`config.mk`:
```
export PLATFORM = sky130hd
export DESIGN_NAME = regfile_wb_arbiter
export DESIGN_NICKNAME = d
export VERILOG_FILES = /design/src/rtl/regfile_wb_arbiter.sv
export SDC_FILE = /design/constraint.sdc
export NUM_CORES = 1
export LEC_CHECK = 0
export ABC_AREA = 1
export BUFFER_PORTS_ARGS = -buffer_cell sky130_fd_sc_hd__buf_4
export CAP_MARGIN = 0
export CORE_MARGIN = 2
export CORE_UTILIZATION = 47
export CTS_CLUSTER_SIZE = 25
export DETAILED_ROUTE_END_ITERATION = 7
export PLACE_DENSITY = 0.78
export RECOVER_POWER = 50
export SKIP_LAST_GASP = 1
export SLEW_MARGIN = 10
export SYNTH_ARGS = -nofsm -noshare
export SYNTH_HDL_FRONTEND = slang
export SYNTH_SLANG_ARGS = --single-unit
export TNS_END_PERCENT = 10
```
`constraint.sdc`:
```
create_clock -name clk -period 1.8 [get_ports clk]
set_input_delay 0.36 -clock clk [delete_from_list [all_inputs] [get_ports clk]]
set_output_delay 0.36 -clock clk [all_outputs]
set_load 0.03 [all_outputs]
```
`src/rtl/regfile_wb_arbiter.sv`:
```
// regfile_wb_arbiter
// Shares the single register-file write port between two writeback
// requesters (req0 = ALU result, req1 = load data). Grants are round-robin
// with a valid/ready handshake per requester. A clr_start pulse runs a sweep
// that writes CLR_VALUE to every register, one register per cycle.
// All register-file outputs are registered, so a transfer accepted in
// cycle N is written in cycle N+1.

module regfile_wb_arbiter #(
  parameter int unsigned          ADDR_W    = 4,
  parameter int unsigned          DATA_W    = 8,
  parameter logic [DATA_W-1:0]    CLR_VALUE = '0
) (
  input  logic              clk,
  input  logic              rst_n,
  input  logic              req0_valid,
  input  logic [ADDR_W-1:0] req0_addr,
  input  logic [DATA_W-1:0] req0_data,
  output logic              req0_ready,
  input  logic              req1_valid,
  input  logic [ADDR_W-1:0] req1_addr,
  input  logic [DATA_W-1:0] req1_data,
  output logic              req1_ready,
  input  logic              clr_start,
  output logic              busy,
  output logic              rf_we,
  output logic [ADDR_W-1:0] rf_waddr,
  output logic [DATA_W-1:0] rf_wdata
);

  // Arbitrating between requesters, or walking the clear sweep.
  localparam logic [0:0] ST_ARB   = 1'b0;
  localparam logic [0:0] ST_CLEAR = 1'b1;

  // Address of the final register in the sweep (all ones).
  localparam logic [ADDR_W-1:0] LAST_ADDR = '1;

  logic [0:0]        state;
  logic              prio;       // 0: req0 wins a tie, 1: req1 wins a tie
  logic [ADDR_W-1:0] sweep_cnt;  // address currently presented by the sweep

  logic              arb_open;
  logic              grant0;
  logic              grant1;
  logic              xfer;
  logic [ADDR_W-1:0] xfer_addr;
  logic [DATA_W-1:0] xfer_data;

  // Grant selection: a pending clear request or an active sweep blocks both
  // requesters; otherwise a lone requester wins and a tie goes to prio.
  always_comb begin
    // NOTE: every signal written here gets a default first, so no path can
    // leave one unassigned and turn it into a latch.
    arb_open  = (state == ST_ARB) && !clr_start;
    grant0    = 1'b0;
    grant1    = 1'b0;
    xfer_addr = req0_addr;
    xfer_data = req0_data;
    if (arb_open) begin
      if (req0_valid && (!req1_valid || !prio)) begin
        grant0 = 1'b1;
      end else if (req1_valid) begin
        grant1    = 1'b1;
        xfer_addr = req1_addr;
        xfer_data = req1_data;
      end
    end
    xfer = grant0 || grant1;
  end

  // Ready is only ever raised for the granted (and therefore valid) requester.
  assign req0_ready = grant0;
  assign req1_ready = grant1;

  // State, priority, sweep counter and the registered write port.
  always_ff @(posedge clk or negedge rst_n) begin
    // NOTE: sequential state uses non-blocking assignments so every register
    // samples pre-edge values, regardless of statement order.
    if (!rst_n) begin
      state     <= ST_ARB;
      prio      <= 1'b0;
      sweep_cnt <= '0;
      busy      <= 1'b0;
      rf_we     <= 1'b0;
      rf_waddr  <= '0;
      rf_wdata  <= '0;
    end else begin
      case (state)
        ST_ARB: begin
          if (clr_start) begin
            // First sweep write (register 0) appears in the next cycle.
            state     <= ST_CLEAR;
            sweep_cnt <= '0;
            busy      <= 1'b1;
            rf_we     <= 1'b1;
            rf_waddr  <= '0;
            rf_wdata  <= CLR_VALUE;
          end else if (xfer) begin
            rf_we    <= 1'b1;
            rf_waddr <= xfer_addr;
            rf_wdata <= xfer_data;
            prio     <= grant0;  // hand the tie-break to the other side
          end else begin
            // Idle: drop the strobe, keep address/data as they were.
            rf_we <= 1'b0;
          end
        end
        ST_CLEAR: begin
          if (sweep_cnt == LAST_ADDR) begin
            // Last register is on the port this cycle; end the sweep
            // rather than wrapping into a second pass.
            state <= ST_ARB;
            busy  <= 1'b0;
            rf_we <= 1'b0;
          end else begin
            sweep_cnt <= sweep_cnt + 1'b1;
            rf_we     <= 1'b1;
            rf_waddr  <= sweep_cnt + 1'b1;
            rf_wdata  <= CLR_VALUE;
          end
        end
        default: begin
          state <= ST_ARB;
          busy  <= 1'b0;
          rf_we <= 1'b0;
        end
      endcase
    end
  end

endmodule

```
==> results of run 1 <==
==> synth_stat cells (all sizes together) <==
library cell,instances
o21ai,3
o21a,1
dfrtp,20
nor2,10
a21oi,6
nand4,3
ha,1
nor3,1
clkinv,1
buf,2
nand2,85
a21o,1
nand3,9
inv,11
==> metrics by stage <==
step / worst slack (ns) / instance area (sq um) / hold WS, ns / util [%] / total power [W]
2_1_floorplan: 0.3542 / 1139 / 0.06441 / - / 0.001367
3_3_place_gp: 0.4022 / 1504 / 0.2508 / 66.70 / 0.001662
3_5_place_dp: 0.3062 / 1504 / 0.2557 / 66.70 / 0.001695
4_1_cts: 0.05246 / 1567 / 0.3273 / 69.48 / 0.002071
5_1_grt: 0.02995 / 1546 / 0.3289 / 68.59 / 0.002197
6_report: 0.1274 / 1546 / 0.3339 / 68.59 / 0.002034
==> worst reg2reg max path: cells and delay by family, from the launching register on <==
kind            cells  cell delay, ns
compound gates      2            0.45
fa+ha+maj           1            0.19
buf+inv             1            0.09
flops               1            0.44
simple gates        2            0.25
==> cell families after synthesis <==
| logic type | count (synthesis) | synth area share, % |
|---|---|---|
| buffers and inverters | 14 | 6.043 |
| DFF | 20 | 43.96 |
| AOI/OAI and AO/OA | 11 | 5.275 |
| and+or+nand+nor | 108 | 43.63 |
| adders and majority gates | 1 | 1.099 |
==> repair_timing <==
item / 4_1_cts / 5_1_grt
buffers inserted: 0 / 0
gates resized for setup: 0 / 2
setup endpoints to repair: 0 / 1
hold endpoints to repair: 20 / 0
hold buffers: 1 / 0
==> power by group <==
group	leakage, nW	switching, W	internal (W)
clock	0.0279	0.000149	0.000225
combinational	0.605	0.000567	0.000344
sequential	0.247	0.000145	0.000605
==> worst paths after layout <==
kind,from,end,slack (ns),depth (start not counted)
setup / recovery,state,req1_ready,0.13,4
hold / removal,req1_data[4],rf_wdata[4],0.33,5
setup reg to reg,sweep_cnt[1],sweep_cnt[1],0.27,6
hold reg to reg,rf_wdata[1],rf_wdata[1],0.50,2
max in group asynchronous,rst_n,state,0.33,2
min in group asynchronous,rst_n,busy,0.76,2
==> sequential cells by signal (all words and copies together), names as in the netlist <==
name and flops:
sweep_cnt 4, rf_waddr 4, state 1, prio 1, busy 1, rf_wdata 8, rf_we 1
==> cell type report <==
| class | instances | area (sq um) | area share [%] |
|---|---|---|---|
| Timing Repair Buffer | 48 | 336.6 | 21.76 |
| Sequential cell | 20 | 501.7 | 32.44 |
| Tap cell | 28 | 35.03 | 2.265 |
| Inverter | 12 | 46.29 | 2.994 |
| Clock buffer | 3 | 22.52 | 1.456 |
| Multi-Input combinational cell | 120 | 574.3 | 37.14 |
| Clock inverter | 1 | 30.03 | 1.942 |
==> layer usage <==
metal / share of wire [%] / track usage (%)
met2: 50 / 38.48
met4: 0.35 / 7.265
met1: 43 / 25.36
met3: 6.2 / 4.520
met5: 0 / 0
==> cell usage in the layout, fill, tap and decap left out <==
cell,n
nor2_2,2
nand3_2,2
a21o_1,1
a21oi_1,6
clkbuf_1,7
inv_1,11
nor2_1,7
nand2_4,3
clkbuf_4,3
dfrtp_1,19
dfrtp_2,1
nand4_4,1
nand2_1,81
nor2_4,1
clkinv_2,1
nand2_8,1
dlygate4sd3_1,1
o21a_1,1
nand4_1,2
nand3_1,7
ha_1,1
o21ai_1,1
nor3_1,1
o21ai_0,2
bufinv_16,1
buf_4,40
==> results.toml, run 1 <==
[synthesis]
seq_area_frac_synth_pct = 43.96
syn_inst = 154
ys_warn_count = 0
ys_ff_latch = 20
synth_area_sq_um = 1139
synth_area_leaders = "dfrtp_1 44%, nand2_1 27%, inv_1 3.6%"
synth.distinct_cells = 20
yosysTopAreaCell = "dfrtp_1"
synthesis.nets = 184
synth_top_cell_area_share_pct = 43.96
avgSynthCellArea_sq_um = 7.393

[floorplan]
dieHeight_microns = 53.22
row_count = 17
fp.dieW_microns = 53.22
io-pin-count = 45
die-area_sq_um = 2832
core_area_sq_um = 2255
initial_core_util_pct = 50.50

[grt]
groute.usage.overall_pct = 21.60
grt_pass1_wl_microns = 4498
grt_pass1_vias = 1095
grt_max_degree = 21
grt_antenna_before_repair = 0
gr-total-overflow = 0

[sta]
setup_viol_count_final = 0
slew_headroom_pct = 29.04
slew_viol_final = 0
setup_tns_ns = 0
fmax_mhz = 597.9
finalCritPeriodShare_pct = 92.92
finalHoldViolations = 0
finalWorstPathRequiredPeriod_ns = 1.673
finClkSkew_ns = 0.003066
worst_pin_slew_ns = 1.064
rsz0062_at_grt = "false"

[detailed_routing]
final_antenna_net_count = 0
wire_per_inst_microns = 11.16
vias_per_cell = 4.832
drt_pass1_iterations = 4
via_count = 1121
drt_iter0_markers = 22
wirelength_microns = 2589
drc = 0

[status]
outcome = "finished clean"

[place]
dp_hpwl_microns = 2059
gp_congestion = 0.8865
placement.io_buffers = 44
placed_cells = 227

[min_path]
worstHoldPathType = "in2reg"

[setup_path]
worstPathBufferInverterCount = 2
path_cells = "nor2_4, nand3_2, clkinv_2, buf_4"
crit_path_max_incr_delay_ns = 0.49
crit_path_max_fanout = 9
required_ns = 1.44
start_kind = "register"
slowest_stage = "dfrtp_2"
arrival_ns = 1.31
critical-path-top-delay-family = "flip-flops"
end_kind = "output pin"
path_class = "reg2out"

[cts]
cts_tree = "yes"
numCtsBuffers = 3
clkTransAtPathRegs_ns = 0.12
cts_root_buf = "clkbuf_4"
h-tree-depth = 1
cts.sinks = 20
clk_latency_ns = 0.30
clockBufferDepth = 2

[layout]
fin_nets = 235
diodes = 0
drive_above_1_share_pct = 27.45
final_cells = 232
nFillCells = 197
area_delta_synth_final_pct = 35.82

[flow_run]
drv_cap = 0

[power]
p_per_area_nw_per_um2 = 1316
p_leak_nw = 0.8796
peakVddDrop_v = 0.0007834
Note: power is estimated with default switching activity, not from simulation.
==> run 2: changes to the inputs <==
--- a/config.mk
+++ b/config.mk
@@ -8,11 +8,10 @@
 export ABC_AREA = 1
 export BUFFER_PORTS_ARGS = -buffer_cell sky130_fd_sc_hd__buf_4
 export CAP_MARGIN = 0
-export CORE_MARGIN = 2
-export CORE_UTILIZATION = 47
+export CORE_UTILIZATION = 51
 export CTS_CLUSTER_SIZE = 25
 export DETAILED_ROUTE_END_ITERATION = 7
-export PLACE_DENSITY = 0.78
+export PLACE_DENSITY = 0.83
 export RECOVER_POWER = 50
 export SKIP_LAST_GASP = 1
 export SLEW_MARGIN = 10
==> constraint.sdc (replaced) <==
create_clock -name clk -period 1.95 [get_ports clk]
set_input_delay 0 -clock clk [delete_from_list [all_inputs] [get_ports clk]]
set_output_delay 0 -clock clk [all_outputs]
set_load 0.03 [all_outputs]
==> run 2 against run 1 <==
Net effect: worst hold slack got worse by 0.32 ns; critical path type unchanged; register-to-register slack improved by 0.09 ns; sequential share of layout area down 2.3 points; die area is 14% lower; via count rose by 9.1%; design area rose by 7.3%; setup slack improved by 0.051 ns.
==> results.toml, run 2 (synthesis results as in run 1) <==
[status]
outcome = "finished clean"

[layout]
diodes = 0
largestRegisters = "rf_wdata x8, rf_waddr x4, sweep_cnt x4"
regMostFlops = "rf_wdata"
area_delta_synth_final_pct = 45.71
final_common_cell = "nand2_1"
largest_register_ffs = 8
drive_above_1_share_pct = 23.15
fin_nets = 247
final_cell_mix = "81 x nand2_1, 35 x buf_4, 20 x dfrtp_1"
final_util_pct = 82.05

[power]
p_per_area_nw_per_um2 = 1127
p_seq_share_pct = 36.2
clockPowerShare_pct = 18.4
sw_frac_of_total_pct = 42.15
p_leak_nw = 0.9209
peakVddDrop_v = 0.0006813
p_comb_share_pct = 45.4
p_int_w = 0.001082
p_sw_w = 0.0007883

[sta]
slew_viol_final = 0
fmax_mhz = 564.6
setup_tns_ns = 0
finalHoldViolations = 0
setup_viol_count_final = 0
finClkSkew_ns = 0.008447
finalCritPeriodShare_pct = 90.83
worst_pin_slew_ns = 1.071
rsz0062_at_grt = "false"
finalWorstPathRequiredPeriod_ns = 1.771
slew_headroom_pct = 28.61

[cts]
cts_setup_buffers = 0
cts.sinks = 20
cts_tree = "yes"
cts_root_buf = "clkbuf_4"
numCtsBuffers = 3
h-tree-depth = 1
clk_latency_ns = 0.31
clkTransAtPathRegs_ns = 0.11
clockBufferDepth = 2

[setup_path]
slowest_stage = "dfrtp_1"
path_class = "reg2out"
end_kind = "output pin"
critical-path-top-delay-family = "simple AND/OR/NAND/NOR gates"
reg2reg_from = "state"
cp.depth = 4
arrival_ns = 1.77
regToRegSetupSlack_ns = 0.36
worstPathBufferInverterCount = 2
start_kind = "register"
path_cells = "nor2_2, nand3_2, clkinv_2, buf_4"
crit_path_start = "state"
crit_path_max_fanout = 11
rr_worst_depth = 7
required_ns = 1.95
crit_path_max_incr_delay_ns = 0.48

[grt]
grt.busiest_layer = "met2"
grt_pass1_vias = 1274
grt_antenna_before_repair = 0
groute.usage.overall_pct = 29.46
grt_util_met3_pct = 4.361
met2_usage_pct = 54.34
grtUsageMet1_pct = 32.87
grt_max_degree = 21
gr-total-overflow = 0
grt_pass1_wl_microns = 5457

[min_path]
worst_hold_startpoint = "req0_data[1]"
worstHoldPathType = "in2reg"
whs_path_depth = 5

[detailed_routing]
wirelength_microns = 3147
drt_pass1_iterations = 4
drc = 0
via_count = 1223
drt_iter0_markers = 24
vias_per_cell = 5.033
final_antenna_net_count = 0
wire_per_inst_microns = 12.95

[place]
gp_congestion = 0.7976
placement.io_buffers = 44
dp_hpwl_microns = 2008

[floorplan]
initial_core_util_pct = 56.31
row_count = 16
core_area_sq_um = 2022
fp.dieW_microns = 49.25
io-pin-count = 45
dieHeight_microns = 49.25
die-area_sq_um = 2426

[flow_run]
drv_cap = 0
run 2: area by class of cell:
| cell class | count | area (sq um) |
|---|---|---|
| clock buffer | 3 | 22.52 |
| clock inverter | 1 | 30.03 |
| fill | 134 | 362.8 |
| inverter | 12 | 46.29 |
| multi-input combinational | 120 | 569.3 |
| sequential | 20 | 500.5 |
| tap | 27 | 33.78 |
| timing repair buffer | 60 | 456.7 |
run 2: power groups by stage:
stage	sequential (W)	clock [W]	combinational (W)
after floorplan	0.000810	0	0.000452
final	0.000676	0.000344	0.000850
after detailed placement	0.000684	0	0.000858
after CTS	0.000676	0.000348	0.000890
after global routing	0.000701	0.000365	0.000949
after global placement	0.000676	0	0.000839
run 2: repair_timing:
item,CTS,global route
hold endpoints to repair,28,0
gates resized for setup,0,0
hold buffers,16,0
run 2: final timing paths:
| path | to |
|---|---|
| worst max-delay path | req1_ready |
| max in group asynchronous | rf_wdata[7] |
| worst min register to register | rf_wdata[6] |
| worst min-delay path | rf_wdata[1] |
| min in group asynchronous | sweep_cnt[0] |
| worst max register to register | rf_wdata[1] |
run 2: worst register-to-register path, stage by stage, from the launching register on:
cell	delay, ns
dfrtp_1	0.48
nor2_2	0.27
nand3_2	0.32
clkinv_2	0.22
nand2_1	0.07
nand2_1	0.06
nand2_1	0.06
nand2_1	0.06
run 2: layer usage:
metal  wire (microns)  part of all wire, %
met1             1261                   40
met3              139                  4.4
met4               95                  3.0
met2             1650                   52
met5                0                    0
run 2: metrics by stage:
step | area [sq um] | hold WS, ns | total power (W) | instances | setup slack, ns
after global routing | 1659 | 0.03798 | 0.002015 | 243 | 0.05608
after detailed placement | 1480 | -0.1059 | 0.001541 | 223 | 0.4047
after global placement | 1480 | -0.1086 | 0.001516 | 223 | 0.4960
after floorplan | 1139 | -0.2956 | 0.001262 | 154 | 0.6625
after CTS | 1693 | 0.005706 | 0.001913 | 243 | 0.2103
final | 1659 | 0.01594 | 0.001870 | 243 | 0.1788
==> run 3: changes to the inputs <==
--- a/config.mk
+++ b/config.mk
@@ -11,6 +11,7 @@
 export CORE_UTILIZATION = 51
 export CTS_CLUSTER_SIZE = 25
 export DETAILED_ROUTE_END_ITERATION = 7
+export HOLD_SLACK_MARGIN = 0.1
 export PLACE_DENSITY = 0.83
 export RECOVER_POWER = 50
 export SKIP_LAST_GASP = 1
==> run 3 against run 2 <==
Net effect: non-clock buffer count rose by 3; critical path depth stayed put; first-iteration DRC count decreased by 4.2%; sequential share of layout area decreased by 0.54 points; clock skew decreased by 0.0057 ns; global-route usage grew 1.5 points; sequential power hardly changed; critical endpoint unchanged.
==> results.toml, run 3 (synthesis results as in run 1) <==
[status]
outcome = "finished clean"

[floorplan]
die-area_sq_um = 2426
dieHeight_microns = 49.25
fp.dieW_microns = 49.25
io-pin-count = 45
row_count = 16
core_area_sq_um = 2022
initial_core_util_pct = 56.31

[cts]
clkTransAtPathRegs_ns = 0.12
h-tree-depth = 1
numCtsBuffers = 3
clockBufferDepth = 2
cts_root_buf = "clkbuf_4"
cts_resized = 0
clk_latency_ns = 0.30
cts_tree = "yes"
cts.sinks = 20

[setup_path]
crit_path_max_incr_delay_ns = 0.48
slowest_stage = "dfrtp_1"
reg2reg_from = "state"
crit_path_max_fanout = 11
timing.rr.end = "rf_wdata[3]"
end_kind = "output pin"
regToRegSetupSlack_ns = 0.28
required_ns = 1.95
start_kind = "register"
path_class = "reg2out"
rr_worst_depth = 7
path_cells = "nor2_2, nand3_2, clkinv_2, buf_4"
crit_path_start = "state"
arrival_ns = 1.79

[layout]
ff_latch_area_sq_um = 500.5
final_common_cell = "nand2_1"
final_cell_mix = "81 x nand2_1, 35 x buf_4, 20 x dfrtp_1"
drive_above_1_share_pct = 22.83
final_area_sq_um = 1689
multi_input_area_sq_um = 569.3
area_delta_synth_final_pct = 48.35
fin_nets = 250
nFillCells = 125
largest_register_ffs = 8
diodes = 0
largestRegisters = "rf_wdata x8, rf_waddr x4, sweep_cnt x4"
regMostFlops = "rf_wdata"

[min_path]
whs_path_depth = 5
worst_hold_startpoint = "req0_addr[3]"
worstHoldPathType = "in2reg"
min_to = "rf_waddr[3]"

[power]
p_leak_nw = 0.9308
p_per_area_nw_per_um2 = 1113
p_total_w = 0.001880
peakVddDrop_v = 0.0006732

[detailed_routing]
wire_per_inst_microns = 13.20
wirelength_microns = 3246
vias_per_cell = 5.179
drt_iter0_markers = 23
final_antenna_net_count = 0
drt_pass1_iterations = 4
via_count = 1274
drc = 0

[sta]
finalCritPeriodShare_pct = 91.64
fin_hold_ws_ns = 0.1039
finalWorstPathRequiredPeriod_ns = 1.787
worst_pin_slew_ns = 1.093
slew_headroom_pct = 27.14
finalHoldViolations = 0
setup_viol_count_final = 0
finClkSkew_ns = 0.002743
rsz0062_at_grt = "false"
slew_viol_final = 0
fmax_mhz = 559.6
setup_tns_ns = 0

[flow_run]
drv_cap = 0

[place]
placement.io_buffers = 44
gp_congestion = 0.7976
dp_hpwl_microns = 2008
placed_area_sq_um = 1480

[grt]
grt_max_degree = 21
grt_pass1_wl_microns = 5775
grt_pass1_vias = 1356
grt_antenna_before_repair = 0
groute.usage.overall_pct = 30.92
gr-total-overflow = 0
run 3: cell count changes in the layout (fill, tap and decap cells not counted), sizes merged:
| cell | delta |
|---|---|
| dlygate4sd3 | +3 |
run 3: repair_timing:
item	in CTS	in global routing
endpoints found under the hold margin	33	0
buffers inserted	0	0
hold buffers	19	0
run 3: per-layer routing:
| layer | vias up | track usage (%) | wire (microns) |
|---|---|---|---|
| met1 | 587 | 33.27 | 1243 |
| met2 | 61 | 56.85 | 1720 |
| met4 | 0 | 15.20 | 106 |
| li1 | 612 | - | - |
| met5 | - | 0 | 0 |
| met3 | 14 | 5.919 | 175 |
run 3: worst max-delay path by stage:
stage / endpoint / slack, ns
6_report: req1_ready / 0.16
5_1_grt: req1_ready / 0.06
4_1_cts: req1_ready / 0.21
3_5_place_dp: sweep_cnt[3] / 0.40
3_3_place_gp: sweep_cnt[3] / 0.50
2_1_floorplan: sweep_cnt[2] / 0.66
run 3: critical path, delay by kind of cell (launching register included):
kind | cells | cell delay, ns
AND/OR/NAND/NOR | 2 | 0.60
flip-flops | 1 | 0.48
buffers and inverters | 2 | 0.41
run 3: layout make-up:
cell class	instances	share of cell area, %
Sequential cell	20	29.63
Timing Repair Buffer	63	28.81
Tap cell	27	2.000
Clock inverter	1	1.778
Clock buffer	3	1.333
Multi-Input combinational cell	120	33.70
Inverter	12	2.741
run 3: power breakdown:
group | total [W] | internal [W] | leakage [nW] | switching [W]
clock network | 0.000342 | 0.000208 | 0.0279 | 0.000134
registers | 0.000676 | 0.000557 | 0.247 | 0.000120
logic | 0.000861 | 0.000322 | 0.656 | 0.000539
total | 0.00188 | 0.00109 | 0.931 | 0.000793
run 3: stage by stage:
stage / instances / utilization [%] / setup slack (ns)
final: 246 / 83.54 / 0.1631
after global routing: 246 / 83.54 / 0.06071
after CTS: 246 / 85.21 / 0.2103
after detailed placement: 223 / 73.21 / 0.4047
after global placement: 223 / 73.21 / 0.4960
after floorplan: 154 / - / 0.6625
